$ cat src/rtl/shift_ser_ctrl.sv
`default_nettype none
// ============================================================================
// Module      : shift_ser_ctrl
// Description : Controller that serializes one byte at a time, MSB first,
//               through an external 8-bit left-shifting register. It takes a
//               byte with a valid/ready handshake, loads it into the shift
//               register, and presents one bit per beat with a valid/ready
//               handshake on the serial side.
//
//               Optional feature: when the macro SER_PARITY_EN is defined, a
//               ninth beat carrying the even-parity bit (XOR of the byte)
//               follows the data bits. When it is undefined, a frame is
//               exactly eight bits and the parity state and register are not
//               built.
//
// Ports       : clk             - single clock, rising edge
//               rst             - synchronous active-high reset
//               i_data[7:0]     - parallel byte to serialize
//               i_valid         - i_data valid
//               o_ready         - controller can accept a byte
//               i_ser_ready     - serial sink accepts the current bit
//               o_ser_bit       - current serial bit
//               o_ser_valid     - o_ser_bit valid
//               o_ser_last      - final beat of the frame
//               o_busy          - frame in progress
//               o_sr_wr_data    - load value for the shift register
//               o_sr_wr_data_en - load enable; low makes the register shift
//               o_sr_wr_bit     - fill bit shifted into the register LSB
//               i_sr_out        - shift register MSB
//               i_sr_whole_reg  - full shift register contents
//
// Revision    : 1.0 - initial release
// ============================================================================

module shift_ser_ctrl (
  input  logic       clk,
  input  logic       rst,
  input  logic [7:0] i_data,
  input  logic       i_valid,
  output logic       o_ready,
  input  logic       i_ser_ready,
  output logic       o_ser_bit,
  output logic       o_ser_valid,
  output logic       o_ser_last,
  output logic       o_busy,
  output logic [7:0] o_sr_wr_data,
  output logic       o_sr_wr_data_en,
  output logic       o_sr_wr_bit,
  input  logic       i_sr_out,
  input  logic [7:0] i_sr_whole_reg
);

`ifdef SER_PARITY_EN
  typedef enum logic [1:0] {
    ST_IDLE   = 2'd0,
    ST_SHIFT  = 2'd1,
    ST_PARITY = 2'd2
  } state_t;
`else
  typedef enum logic [1:0] {
    ST_IDLE   = 2'd0,
    ST_SHIFT  = 2'd1
  } state_t;
`endif

  localparam logic [2:0] C_LAST_BIT = 3'd7;

  state_t     r_state;
  state_t     w_next_state;
  logic [2:0] r_cnt;
  logic [2:0] w_next_cnt;

`ifdef SER_PARITY_EN
  logic       r_parity;
`endif

  // --------------------------------------------------------------------------
  // State and bit counter registers
  // --------------------------------------------------------------------------
  always_ff @(posedge clk) begin
    if (rst) begin
      r_state <= ST_IDLE;
      r_cnt   <= 3'd0;
    end else begin
      r_state <= w_next_state;
      r_cnt   <= w_next_cnt;
    end
  end

`ifdef SER_PARITY_EN
  // Parity is captured from the byte at accept time, so it does not depend on
  // the shift register contents later in the frame.
  always_ff @(posedge clk) begin
    if (rst) begin
      r_parity <= 1'b0;
    end else if ((r_state == ST_IDLE) && i_valid) begin
      r_parity <= ^i_data;
    end
  end
`endif

  // --------------------------------------------------------------------------
  // Next-state and output decode
  // --------------------------------------------------------------------------
  always_comb begin
    // Defaults match the reset/idle-not-accepting view: register held at zero.
    w_next_state    = r_state;
    w_next_cnt      = r_cnt;
    o_ready         = 1'b0;
    o_busy          = 1'b0;
    o_ser_valid     = 1'b0;
    o_ser_bit       = 1'b0;
    o_ser_last      = 1'b0;
    o_sr_wr_data    = 8'h00;
    o_sr_wr_data_en = 1'b1;
    o_sr_wr_bit     = 1'b0;

    // Outputs are forced quiet while reset is applied; the registers are
    // returned to IDLE by the sequential block.
    if (!rst) begin
      case (r_state)
        ST_IDLE: begin
          o_ready = 1'b1;
          if (i_valid) begin
            o_sr_wr_data = i_data;
            w_next_state = ST_SHIFT;
            w_next_cnt   = 3'd0;
          end
        end

        ST_SHIFT: begin
          o_busy      = 1'b1;
          o_ser_valid = 1'b1;
          o_ser_bit   = i_sr_out;
`ifndef SER_PARITY_EN
          o_ser_last  = (r_cnt == C_LAST_BIT);
`endif
          if (i_ser_ready) begin
            // Let the register shift left so the next bit reaches the MSB.
            o_sr_wr_data_en = 1'b0;
            w_next_cnt      = r_cnt + 3'd1;
            if (r_cnt == C_LAST_BIT) begin
`ifdef SER_PARITY_EN
              w_next_state = ST_PARITY;
`else
              w_next_state = ST_IDLE;
`endif
            end
          end else begin
            // Stall: reload the register with its own value so it holds.
            o_sr_wr_data = i_sr_whole_reg;
          end
        end

`ifdef SER_PARITY_EN
        ST_PARITY: begin
          o_busy      = 1'b1;
          o_ser_valid = 1'b1;
          o_ser_bit   = r_parity;
          o_ser_last  = 1'b1;
          if (i_ser_ready) begin
            w_next_state = ST_IDLE;
          end
        end
`endif

        default: begin
          w_next_state = ST_IDLE;
          w_next_cnt   = 3'd0;
        end
      endcase
    end
  end

endmodule

`default_nettype wire

$ cat config.mk
export PLATFORM = sky130hd
export DESIGN_NAME = shift_ser_ctrl
export DESIGN_NICKNAME = d
export VERILOG_FILES = /design/src/rtl/shift_ser_ctrl.sv
export SDC_FILE = /design/constraint.sdc
export NUM_CORES = 1
export LEC_CHECK = 0
export BUFFER_PORTS_ARGS = -buffer_cell sky130_fd_sc_hd__buf_4
export CAP_MARGIN = 15
export CORE_MARGIN = 1.5
export CORE_UTILIZATION = 32
export CTS_CLUSTER_SIZE = 14
export DETAILED_ROUTE_END_ITERATION = 6
export PLACE_DENSITY = 0.67
export SYNTH_ARGS = -nofsm -noshare
export SYNTH_HDL_FRONTEND = slang
export SYNTH_SLANG_ARGS = --single-unit
$ cat constraint.sdc
create_clock -name clk -period 1.7 [get_ports clk]
set_input_delay 0.085 -clock clk [delete_from_list [all_inputs] [get_ports clk]]
set_output_delay 0.085 -clock clk [all_outputs]
set_load 0.005 [all_outputs]
==> impl_metrics.csv <==
group,metric,value,unit
worst_setup_path,worst_path_max_delay_cell,"dfxtp_1",
cells_and_area,multi_input_area,313,um2
worst_setup_path,cp_num_buf_inv,1,
yosys,synth_common_cells,"a22oi_2, nor2_2, a21oi_1, dfxtp_1",
cells_and_area,area_delta_synth_final,48.9,%
pwr,clockPowerShare,31.1,%
sta,drv_slew,0,
yosys,synth_top_area_share,21.5,%
yosys,yosys_register_bits,4,
cells_and_area,layout-drive-gt1-share,68.8,%
cells_and_area,seqCellArea,80.1,um2
detailed_routing,vias,435,
detailed_routing,ant_nets,0,
yosys,syn_area_per_cell,9.31,um2
clock_network,insertion_delay,230,ps
pwr,peakVddDrop,0.366,mV
grt,grt_remaining_overflow,0,
detailed_routing,routed_via_density,4.58,
worst_setup_path,r2r-end,"r_cnt[2]$_SDFFE_PP0P_",
floorplanning,die_x,41.1,um
clock_network,hold_buffers,0,
sta,min_period,1590,ps
yosys,synth-main-ff-cell,"dfxtp_1",
placement,hpwl,869,um
pwr,leakagePower,0.328,nW
placement,dpl-instance-area,671,um2
yosys,synthCells,50,
placement,gp_congestion,0.738,
detailed_routing,wl_per_cell,11.2,um
cells_and_area,fillers,144,
pwr,p_per_area,528,nW/um2
worst_setup_path,critical_path_arrival,1500,ps
sta,setup_violations,0,
yosys,ys_warn_count,0,
worst_setup_path,cp_top_family,"flip-flops",
worst_setup_path,critPathLaunchType,"flop",
detailed_routing,drt_pre_antenna_iters,2,
clock_network,htreeDepth,1,
grt,grt_pass1_wl,1330,um
pwr,switching_power,0.000104,W
cells_and_area,finalNetCount,105,
pwr,switching_share,28.5,%
worst_setup_path,rr_worst_depth,4,
worst_setup_path,crit_chain,"nor2b_4 -> a22oi_2 -> nor2_2 -> buf_4",
status,status,"finished clean",
clock_network,clock-sinks,4,
worst_setup_path,cp.required,1620,ps
grt,antenna_found_initial,0,
floorplanning,start_util,34.9,%
worst_setup_path,crit_start,"r_state[0]$_SDFFE_PP0P_",
floorplanning,die_area,1690,um2
cells_and_area,n_antenna_cell,0,
clock_network,cts_tree,"yes",
pwr,seqPwrFrac,30.6,%
yosys,synth_area_leaders,"a22oi_2, dfxtp_1, nor2_2",
yosys,async_reset_ff_share,0,%
pwr,p_int,0.000262,W
clock_network,cts_inserted_buffers,3,
floorplanning,ios,36,
placement,port_buffers,34,
floorplanning,die_y,41.1,um
yosys,yosysSeqAreaShare,17.2,%
detailed_routing,remaining_drc_errors,0,
worst_setup_path,regToRegSetupSlack,530,ps
yosys,syn-num-nets,73,
floorplanning,core_region_area,1330,um2
clock_network,max-clock-path-buffers,2,
pwr,p_comb_share,38.2,%
grt,grt_max_degree,15,
worst_setup_path,r2r_start,"r_cnt[0]$_SDFFE_PP0P_",
hold_path,min_path_type,"input pin to flop",
floorplanning,rows,13,
sta,tns,0,ps
detailed_routing,drt_iter0_drc,1,
worst_setup_path,path_class,"flop to output pin",
worst_setup_path,critPathCaptureType,"output pin",
yosys,synth_area_leader_cell,"a22oi_2",
yosys,synth_area,465,um2
sta,rsz0062_at_grt,"false",
clock_network,cts_resized,0,
sta,finalHoldViolations,0,
detailed_routing,wirelength,1060,um
grt,grt_usage,12.4,%
yosys,synth_edf_count,0,
sta,max_freq,0.630,GHz
hold_path,min_from,"rst",
worst_setup_path,path_depth,4,
clock_network,clk_pin_slew_worst_paths,40,ps
worst_setup_path,max_stage_delay,550,ps
worst_setup_path,worstPathMaxFanout,11,
sta,period_share,93.4,%
cells_and_area,final_area,693,um2
flow_run,maxCapViolCount,0,
worst_setup_path,crit_end,"o_sr_wr_data[3]",
sta,fin_skew,4.01,ps
grt,grt_pass1_vias,310,
clock_network,cts_setup_buffers,0,
yosys,synth.distinct_cells,19,
clock_network,cts_root_buf,"clkbuf_4",
-- power by group through the flow --
stage	Sequential (W)	Combinational (W)	Clock [W]
after CTS	0.000112	0.000142	0.000121
final	0.000112	0.000140	0.000114
after detailed placement	0.000114	0.000142	0
after global placement	0.000113	0.000140	0
after floorplan	0.000108	0.0000925	0
after global routing	0.000113	0.000154	0.000130
-- final cells by class --
type	count	area share, %
Inverter	1	0.542
Multi-Input combinational cell	38	45.1
Clock buffer	3	3.25
Timing Repair Buffer	34	36.8
Sequential cell	4	11.6
Tap cell	15	2.71
-- layout by cell type (no fill, tap or decap), drive strengths merged --
cell type / n
a211oi: 3
a21oi: 4
a22oi: 8
and2: 2
and2b: 1
buf: 34
clkbuf: 3
conb: 1
dfxtp: 4
ha: 2
inv: 1
mux2i: 2
nand2: 2
nor2: 10
nor2b: 2
xnor2: 1
-- cells by family after synthesis --
group / synth area share, %
DFF: 17.2
other: 0.806
AOI/OAI and AO/OA: 30.6
xor gates and xnor gates: 1.88
buffers and inverters: 15.6
and+or+nand+nor: 24.2
muxes: 4.30
adders and majority gates: 5.38
-- registers in the layout, indices dropped and copies added, names as in the netlist --
register,count
r_state,1
r_cnt,3
-- how the worst min path moves through the flow --
stage | end | cells past startpoint
after CTS | r_cnt[1]$_SDFFE_PP0P_ | 2
after global placement | r_state[0]$_SDFFE_PP0P_ | 2
final | r_cnt[1]$_SDFFE_PP0P_ | 2
after floorplan | r_cnt[0]$_SDFFE_PP0P_ | 1
after detailed placement | r_cnt[1]$_SDFFE_PP0P_ | 2
after global routing | r_cnt[0]$_SDFFE_PP0P_ | 2
-- stage by stage --
step	power (W)	setup WS (ps)	utilization (%)	std cells	hold slack, ps
after floorplan	0.000200	604	-	50	158
after global placement	0.000253	373	50.3	92	405
after detailed placement	0.000255	339	50.3	92	420
after CTS	0.000375	91.8	52.0	95	172
after global routing	0.000397	3.92	52.0	95	178
final	0.000366	112	52.0	95	170
-- layer usage --
layer | vias to the layer above | GRT usage, % | share of wire [%]
li1 | 230 | - | -
met1 | 196 | 17.8 | 47
met2 | 9 | 14.8 | 51
met3 | 0 | 1.63 | 2.2
met4 | 0 | 12.1 | 0
met5 | - | 0 | 0
Power figures use the tool's default switching activity.
